<file path="config.mk">
export PLATFORM = sky130hd
export DESIGN_NAME = data_inf_pattern_tx
export DESIGN_NICKNAME = d
export VERILOG_FILES = /design/src/rtl/data_inf_pattern_tx.sv
export SDC_FILE = /design/constraint.sdc
export NUM_CORES = 1
export LEC_CHECK = 0
export ABC_AREA = 0
export BUFFER_PORTS_ARGS = -buffer_cell sky130_fd_sc_hd__buf_2
export CORE_MARGIN = 2
export CORE_UTILIZATION = 55
export DETAILED_ROUTE_END_ITERATION = 10
export MAX_ROUTING_LAYER = met4
export PLACE_DENSITY = 0.84
export SLEW_MARGIN = 20
export SYNTH_ARGS = -nofsm -noshare
export SYNTH_HDL_FRONTEND = slang
export SYNTH_SLANG_ARGS = --single-unit
</file>
<file path="constraint.sdc">
create_clock -name clock -period 4.2 [get_ports clock]
set_clock_uncertainty 0.15 [all_clocks]
set_input_delay 0.42 -clock clock [delete_from_list [all_inputs] [get_ports clock]]
set_output_delay 0.42 -clock clock [all_outputs]
set_load 0.05 [all_outputs]
</file>
<file path="src/rtl/data_inf_pattern_tx.sv">
// data_inf stream source: incrementing / constant / LFSR bursts of programmable length and gap.
// Registered outputs, first beat 1 cycle after start; valid/data hold through any ready stall.
module data_inf_pattern_tx #(
    parameter int DSIZE  = 8,
    parameter int LSIZE  = 16,
    parameter int GAP_EN = 1
) (
    input  logic             clock,
    input  logic             rst,
    input  logic             start,
    input  logic [1:0]       mode,
    input  logic [DSIZE-1:0] seed,
    input  logic [LSIZE-1:0] length,
    input  logic [3:0]       gap,
    input  logic             abort,
    output logic             valid,
    input  logic             ready,
    output logic [DSIZE-1:0] data,
    output logic             busy,
    output logic             done,
    output logic [LSIZE-1:0] beat_cnt
);

    function automatic logic [63:0] bit_at(input int p);
        return (p > 0) ? (64'd1 << (p - 1)) : 64'd0;
    endfunction

    function automatic logic [63:0] tp(input int a, input int b, input int c = 0,
                                       input int d = 0, input int e = 0, input int f = 0);
        return bit_at(a) | bit_at(b) | bit_at(c) | bit_at(d) | bit_at(e) | bit_at(f);
    endfunction

    // Maximal-length tap positions (1-based); bit n-1 of the mask is always set.
    function automatic logic [63:0] lfsr_taps(input int n);
        logic [63:0] m;
        m = '0;
        case (n)
            2:  m = tp(2, 1);           3:  m = tp(3, 2);          4:  m = tp(4, 3);
            5:  m = tp(5, 3);           6:  m = tp(6, 5);          7:  m = tp(7, 6);
            8:  m = tp(8, 6, 5, 4);     9:  m = tp(9, 5);          10: m = tp(10, 7);
            11: m = tp(11, 9);          12: m = tp(12, 6, 4, 1);   13: m = tp(13, 4, 3, 1);
            14: m = tp(14, 5, 3, 1);    15: m = tp(15, 14);        16: m = tp(16, 15, 13, 4);
            17: m = tp(17, 14);         18: m = tp(18, 11);        19: m = tp(19, 6, 2, 1);
            20: m = tp(20, 17);         21: m = tp(21, 19);        22: m = tp(22, 21);
            23: m = tp(23, 18);         24: m = tp(24, 23, 22, 17); 25: m = tp(25, 22);
            26: m = tp(26, 6, 2, 1);    27: m = tp(27, 5, 2, 1);   28: m = tp(28, 25);
            29: m = tp(29, 27);         30: m = tp(30, 6, 4, 1);   31: m = tp(31, 28);
            32: m = tp(32, 22, 2, 1);   33: m = tp(33, 20);        34: m = tp(34, 27, 2, 1);
            35: m = tp(35, 33);         36: m = tp(36, 25);        37: m = tp(37, 5, 4, 3, 2, 1);
            38: m = tp(38, 6, 5, 1);    39: m = tp(39, 35);        40: m = tp(40, 38, 21, 19);
            41: m = tp(41, 38);         42: m = tp(42, 41, 20, 19); 43: m = tp(43, 42, 38, 37);
            44: m = tp(44, 43, 18, 17); 45: m = tp(45, 44, 42, 41); 46: m = tp(46, 45, 26, 25);
            47: m = tp(47, 42);         48: m = tp(48, 47, 21, 20); 49: m = tp(49, 40);
            50: m = tp(50, 49, 24, 23); 51: m = tp(51, 50, 36, 35); 52: m = tp(52, 49);
            53: m = tp(53, 52, 38, 37); 54: m = tp(54, 53, 18, 17); 55: m = tp(55, 31);
            56: m = tp(56, 55, 35, 34); 57: m = tp(57, 50);        58: m = tp(58, 39);
            59: m = tp(59, 58, 38, 37); 60: m = tp(60, 59);        61: m = tp(61, 60, 46, 45);
            62: m = tp(62, 61, 6, 5);   63: m = tp(63, 62);        64: m = tp(64, 63, 61, 60);
            default: m = '0;
        endcase
        return m;
    endfunction

    localparam logic [DSIZE-1:0] TAPS = DSIZE'(lfsr_taps(DSIZE));

    typedef enum logic [1:0] {ST_IDLE, ST_SEND, ST_GAP, ST_FIN} state_t;

    state_t           state, state_nxt;
    logic             valid_nxt, busy_nxt, done_nxt, abort_pend, abort_nxt;
    logic [DSIZE-1:0] data_nxt, next_dat, first_dat, seed_q, seed_nxt;
    logic [LSIZE-1:0] cnt_nxt, cnt_inc, len_q, len_nxt;
    logic [1:0]       mode_q, mode_nxt;
    logic [3:0]       gap_q, gap_nxt, gap_cnt, gap_cnt_nxt;

    assign cnt_inc   = beat_cnt + LSIZE'(1);
    assign first_dat = (mode == 2'd2 && seed == '0) ? DSIZE'(1) : seed;

    always_comb begin
        case (mode_q)
            2'd1:    next_dat = seed_q;
            2'd2:    next_dat = {1'b0, data[DSIZE-1:1]} ^ (data[0] ? TAPS : '0);
            default: next_dat = data + DSIZE'(1);
        endcase
    end

    always_comb begin
        state_nxt   = state;
        valid_nxt   = valid;
        data_nxt    = data;
        busy_nxt    = busy;
        done_nxt    = 1'b0;
        cnt_nxt     = beat_cnt;
        mode_nxt    = mode_q;
        seed_nxt    = seed_q;
        len_nxt     = len_q;
        gap_nxt     = gap_q;
        gap_cnt_nxt = gap_cnt;
        abort_nxt   = abort_pend;
        case (state)
            ST_IDLE: begin
                if (start) begin
                    mode_nxt  = mode;
                    seed_nxt  = seed;
                    len_nxt   = length;
                    gap_nxt   = (GAP_EN != 0) ? gap : 4'd0;
                    cnt_nxt   = '0;
                    busy_nxt  = 1'b1;
                    abort_nxt = 1'b0;
                    if (length == '0) begin
                        state_nxt = ST_FIN;
                    end else begin
                        state_nxt = ST_SEND;
                        valid_nxt = 1'b1;
                        data_nxt  = first_dat;
                    end
                end
            end
            ST_SEND: begin
                if (ready) begin
                    cnt_nxt = cnt_inc;
                    // An abort seen during a stall still lets the pending beat complete.
                    if (cnt_inc == len_q || abort || abort_pend) begin
                        valid_nxt = 1'b0;
                        state_nxt = ST_FIN;
                    end else if (gap_q != 4'd0) begin
                        valid_nxt   = 1'b0;
                        gap_cnt_nxt = gap_q;
                        state_nxt   = ST_GAP;
                    end else begin
                        data_nxt = next_dat;
                    end
                end else if (abort) begin
                    abort_nxt = 1'b1;
                end
            end
            ST_GAP: begin
                if (abort) begin
                    state_nxt = ST_FIN;
                end else if (gap_cnt == 4'd1) begin
                    state_nxt = ST_SEND;
                    valid_nxt = 1'b1;
                    data_nxt  = next_dat;
                end else begin
                    gap_cnt_nxt = gap_cnt - 4'd1;
                end
            end
            default: begin
                done_nxt  = 1'b1;
                busy_nxt  = 1'b0;
                state_nxt = ST_IDLE;
            end
        endcase
    end

    always_ff @(posedge clock) begin
        if (rst) begin
            state      <= ST_IDLE;
            valid      <= 1'b0;
            data       <= '0;
            busy       <= 1'b0;
            done       <= 1'b0;
            beat_cnt   <= '0;
            mode_q     <= 2'd0;
            seed_q     <= '0;
            len_q      <= '0;
            gap_q      <= 4'd0;
            gap_cnt    <= 4'd0;
            abort_pend <= 1'b0;
        end else begin
            state      <= state_nxt;
            valid      <= valid_nxt;
            data       <= data_nxt;
            busy       <= busy_nxt;
            done       <= done_nxt;
            beat_cnt   <= cnt_nxt;
            mode_q     <= mode_nxt;
            seed_q     <= seed_nxt;
            len_q      <= len_nxt;
            gap_q      <= gap_nxt;
            gap_cnt    <= gap_cnt_nxt;
            abort_pend <= abort_nxt;
        end
    end

endmodule

</file>
==> metrics.cfg, run 1 <==
[yosys]
synth_nets = 537
synth_ff_type = dfxtp_1
ys_ff_latch = 64
yosysWarnings = 0
syn-cell-area_um2 = 3820
async_reset_ff_frac = 0
synth_edf_count = 0
synth_area_per_cell_um2 = 7.76
yosysSeqAreaShare = 0.335
synth_cells = 492
ys_types = 59

[timing]
tightest_slew_ns = 1.09
setup_viol = 0
period_share = 0.804
final-hold-violation-count = 0
fmax_mhz = 296
period_minus_slack_ns = 3.38
final_max_slew_viol_count = 0
rsz0062_at_grt = false
finalSetupTns_ns = 0
slew_headroom = 0.272

[floorplan]
io_pins = 62
coreArea_um2 = 6760
start_util = 0.565
die_x_um = 87.3
dieArea_um2 = 7630
rows = 30
die_h_um = 87.3

[worst_hold_path]
whs_path_depth = 3
hold_end = gap_q[3]$_SDFFE_PP0P_
hold_path.startpoint = gap[3]
holdCritPathClass = input port to register

[drt]
drc = 0
vias_per_cell = 6.27
vias = 3855
drt_iter0_markers = 359
firstDrtPassIters = 5
wl_per_cell_um = 16.7
drt-total-wl_um = 10200
antenna_left = 0

[setup_path]
required_ns = 4.30
rr_startpoint = beat_cnt[0]$_SDFFE_PP0P_
r2r-end = data[0]$_SDFFE_PP0P_
crit_type = register to register
reg2reg_setup_slack_ns = 0.82
cp.arrival_ns = 3.47
worstSetupStartpointType = register
rr_worst_depth = 8
end_kind = register
worstPathMaxFanout = 16

[clock_tree]
cts_root_buffer = clkbuf_8
post-cts-setup-buffers = 0
clk_latency_ns = 0.34
clock_path_buffers = 2
ctsResizeCount = 0
numCtsBuffers = 9
cts_tree = yes
clk_pin_slew_ns = 0.07
cts_sinks = 64
cts-htree-levels = 3
hold_buffers = 0

[final_layout]
area_growth_syn_to_layout_pct = 12.6
final_nets = 575
insertedDiodeCount = 0
drive_gt1_frac = 0.159
finish.utilization = 0.637

[grt]
grt_usage = 0.289
grt_pass1_vias = 3474
grt_pass1_wl_um = 16900
antenna_found_initial = 0
grt_overflow = 0
grt_max_degree = 61

[placement]
hpwl_um = 7190
gp_congestion = 0.949
io_buffers = 61

[job]
drv_cap = 0

[pwr]
leakage_nw = 1.66
ir_drop_mv = 0.543
powerDensity_nw_per_um2 = 570

[status]
status = finished, final reports clean

[flip-flops by register name (all words and copies together), names as in the netlist]
| name | flops |
|---|---|
| state | 2 |
| data | 8 |
| len_q | 16 |
| gap_cnt | 4 |
| abort_pend | 1 |
| busy | 1 |
| mode_q | 2 |
| valid | 1 |
| done | 1 |
| gap_q | 4 |
| seed_q | 8 |
| beat_cnt | 16 |
[synth_stat cells, types with 6 or more instances]
| master | n | area (um2) |
|---|---|---|
| nand2_1 | 93 | 349 |
| dfxtp_1 | 64 | 1280 |
| a21oi_1 | 55 | 275 |
| nor2_1 | 30 | 113 |
| clkbuf_1 | 28 | 105 |
| o21ai_0 | 21 | 105 |
| inv_1 | 16 | 60.1 |
| xnor2_1 | 16 | 140 |
| nand3_1 | 12 | 60.1 |
| xor2_1 | 12 | 105 |
| ha_1 | 10 | 125 |
| nor3_1 | 10 | 50.1 |
| nand4_1 | 9 | 56.3 |
| o311a_1 | 8 | 80.1 |
| a221oi_1 | 6 | 52.6 |
[kinds of logic after synthesis]
kind of cell | Yosys count | synth area share
AO/OA/AOI/OAI | 136 | 0.237
XOR/XNOR | 29 | 0.0704
adder cells (fa/ha/maj) | 10 | 0.0328
buffers and inverters | 51 | 0.0537
flip-flops | 64 | 0.335
multiplexers | 3 | 0.00786
AND/OR/NAND/NOR | 199 | 0.263
[power breakdown]
group          total (W)  internal, W  leakage [nW]  switching [W]
combinational    0.00105     0.000342          1.03       0.000706
clock           0.000584     0.000350         0.108       0.000234
sequential      0.000817     0.000707         0.523       0.000110
[final cells by class]
| class | count | area, um2 |
|---|---|---|
| fill | 593 | 2450 |
| clock inverter | 3 | 65.1 |
| sequential | 64 | 1280 |
| clock buffer | 13 | 149 |
| inverter | 16 | 60.1 |
| timing repair buffer | 62 | 313 |
| multi-input combinational | 377 | 2330 |
| tap | 80 | 100 |
[layer usage]
metal,vias to the layer above,track usage,part of all wire
met5,-,-,0
met4,0,0.116,0.029
met3,29,0.0445,0.067
met2,159,0.448,0.48
met1,1816,0.376,0.43
li1,1851,-,-
[worst max-delay path by stage]
stage / start / endpoint / slack, ns / cells past startpoint
5_1_grt: beat_cnt[0]$_SDFFE_PP0P_ / data[0]$_SDFFE_PP0P_ / 0.49 / 8
2_1_floorplan: beat_cnt[0]$_SDFFE_PP0P_ / data[0]$_SDFFE_PP0P_ / 1.10 / 8
3_5_place_dp: beat_cnt[0]$_SDFFE_PP0P_ / data[0]$_SDFFE_PP0P_ / 0.89 / 8
6_report: beat_cnt[0]$_SDFFE_PP0P_ / data[0]$_SDFFE_PP0P_ / 0.82 / 8
3_3_place_gp: beat_cnt[0]$_SDFFE_PP0P_ / data[0]$_SDFFE_PP0P_ / 1.06 / 8
4_1_cts: beat_cnt[0]$_SDFFE_PP0P_ / data[0]$_SDFFE_PP0P_ / 0.85 / 8
[through the flow]
stage          hold slack [ns]  area, um2  total power [W]  setup slack [ns]  instances
6_report                 0.163       4300          0.00245             0.821        615
5_1_grt                  0.168       4300          0.00260             0.490        615
4_1_cts                  0.151       4300          0.00244             0.845        615
3_5_place_dp             0.298       4090          0.00186             0.893        599
3_3_place_gp             0.294       4090          0.00182              1.06        599
2_1_floorplan            0.286       3820          0.00161              1.10        492
[worst max-delay path, cell delays in order (launching register included)]
cell and delay (ns):
dfxtp_1 0.48, ha_1 0.32, nand2_1 0.25, nor4_4 0.33
mux2i_1 0.28, a311oi_2 0.13, a311oi_2 0.88, nor2_1 0.12
o41ai_1 0.34
[cell usage in the layout, fill, tap and decap left out, types with 12 or more instances in the layout]
cell type / instances
nand2_1: 93
dfxtp_1: 64
buf_2: 61
a21oi_1: 55
nor2_1: 30
o21ai_0: 21
inv_1: 16
xnor2_1: 16
xor2_1: 12
nand3_1: 12
Note: power is estimated with default switching activity, not from simulation.
==> run 2: changes to the inputs <==
CORE_UTILIZATION = 51   (was 55)
PLACE_DENSITY = 0.82   (was 0.84)
clock period = 2.7 ns   (was 4.2 ns; I/O delays follow)
==> run 2 against run 1 <==
Worst setup slack worse by 0.74 ns. Sequential share of layout area fell by 1.4 points. Total power is 58% higher. Core utilization shrank 0.22 points. Maximum frequency rose by 29%. Global-route usage fell by 1.8 points. Clock power rose by 32%. Count of clock-buffer cells in the layout unchanged. Sequential power up 55%. Combinational power up 74%. Via count up 5.5%.
==> metrics.cfg, run 2 (same netlist as run 1, synthesis figures left out) <==
[setup_path]
worstSetupStartpointType = register
end_kind = register
cp.arrival_ns = 2.72
crit_path_frequent_cell = buf_4
max_stage_delay_ns = 0.41
crit_type = register to register
reg2reg_setup_slack_ns = 0.08
worstPathMaxFanout = 8
required_ns = 2.80
slowest_stage = nor4_2
rr_worst_depth = 10
path_cells = buf_4, nand2_1, nor4_2, or3_1, a32oi_2, buf_4, a21oi_1, nor3_2, buf_4, o32ai_1
rr_startpoint = beat_cnt[3]$_SDFFE_PP0P_
cp_top_family = simple AND/OR/NAND/NOR gates
r2r-end = gap_cnt[1]$_SDFFE_PP0P_
worst-path-buf-inv = 3

[worst_hold_path]
holdCritPathClass = input port to register
whs_path_depth = 3
hold_path.startpoint = gap[0]
hold_end = gap_q[0]$_SDFFE_PP0P_

[clock_tree]
cts-htree-levels = 3
cts_tree = yes
clk_latency_ns = 0.35
hold_buffers = 0
numCtsBuffers = 9
clock_path_buffers = 2
cts_sinks = 64
clk_pin_slew_ns = 0.08
cts_root_buffer = clkbuf_8

[floorplan]
dieArea_um2 = 8200
die_x_um = 90.5
start_util = 0.527
rows = 31
coreArea_um2 = 7250
die_h_um = 90.5
io_pins = 62

[timing]
period_minus_slack_ns = 2.62
rsz0062_at_grt = true
final_max_slew_viol_count = 0
tightest_slew_ns = 0.658
final-hold-violation-count = 0
fmax_mhz = 381
worst_slack_ns = 0.0765
slew_headroom = 0.558
holdWs_ns = 0.0101
setup_viol = 0
period_share = 0.972

[final_layout]
final_common_cell = nand2_1
insertedDiodeCount = 0
final_cell_mix = 92 x nand2_1, 61 x buf_2, 55 x a21oi_1
fin_cells = 658
drive_gt1_frac = 0.242
post-route-cell-area_um2 = 4600
final_nets = 599
top_regs = beat_cnt: 16 flops, len_q: 16 flops
area_growth_syn_to_layout_pct = 20.5

[placement]
io_buffers = 61
dpl_cell_area_um2 = 4320
hpwl_um = 7740
gp_congestion = 0.937
pre_cts_slack_ns = -0.184
placed_cells = 641

[drt]
wl_per_cell_um = 17.2
drt-total-wl_um = 11300
drc = 0
firstDrtPassIters = 5
vias_per_cell = 6.18
antenna_left = 0
drt_iter0_markers = 306
vias = 4068

[grt]
grt_overflow = 0
grt_pass1_wl_um = 17700
grt_pass1_vias = 3669
grt_usage = 0.271
grt_max_degree = 35
antenna_found_initial = 0

[pwr]
leakage_nw = 1.81
powerDensity_nw_per_um2 = 842
ir_drop_mv = 0.630

[status]
status = finished, final reports clean

[job]
drv_cap = 0

run 2: worst max-delay path by stage:
stage	startpoint	cells past startpoint	slack (ns)	endpoint
after floorplan	beat_cnt[2]$_SDFFE_PP0P_	8	0.002	data[0]$_SDFFE_PP0P_
after global placement	state[1]$_SDFFE_PP0P_	9	-0.11	data[0]$_SDFFE_PP0P_
after detailed placement	state[1]$_SDFFE_PP0P_	9	-0.18	data[0]$_SDFFE_PP0P_
after CTS	state[1]$_SDFFE_PP0P_	9	0.01	data[0]$_SDFFE_PP0P_
after global routing	beat_cnt[3]$_SDFFE_PP0P_	10	-0.04	gap_cnt[2]$_SDFFE_PP0P_
final	beat_cnt[3]$_SDFFE_PP0P_	10	0.08	gap_cnt[1]$_SDFFE_PP0P_
run 2: cell type report:
class	instances	area, um2
multi-input cells	377	2440
clock buffers	13	159
fillers	625	2650
repair buffers	86	497
well taps	99	124
inverters	16	60.1
clock inverters	3	17.5
flip-flops and latches	64	1310
run 2: metrics by stage:
step,TNS [ns],power [W],util
floorplan,0,0.00251,-
global placement,-0.618,0.00295,0.595
detailed placement,-1.24,0.00301,0.595
CTS,0,0.00379,0.624
global route,-0.0799,0.00407,0.635
finish,0,0.00388,0.635
run 2: report_power, final:
group          leakage [nW]  internal [W]  switching, W  total, W
logic                  1.19      0.000666       0.00117   0.00183
registers             0.531       0.00110      0.000173   0.00127
clock network        0.0894      0.000381      0.000392  0.000773
run 2: layer usage:
layer  vias to the layer above  wire length (um)  part of all wire  track usage
met5                         -                 0                 0            -
li1                       1904                 -                 -            -
met2                       236              5360              0.48        0.436
met1                      1879              4470              0.40        0.333
met3                        49              1010             0.089       0.0392
met4                         0               449             0.040        0.133
run 2: repair_timing:
action | 4_1_cts | 5_1_grt
buffers inserted | 0 | 1
gates resized for setup | 5 | 12
endpoints found under the setup margin | 9 | 14
pin swaps | 1 | 7
run 2: worst reg2reg max path: cells and delay by family (launching register included):
kind | cells | cell delay (ns)
flip-flops | 1 | 0.36
AO/OA/AOI/OAI | 3 | 0.68
buffers and inverters | 3 | 0.50
AND/OR/NAND/NOR | 4 | 0.81
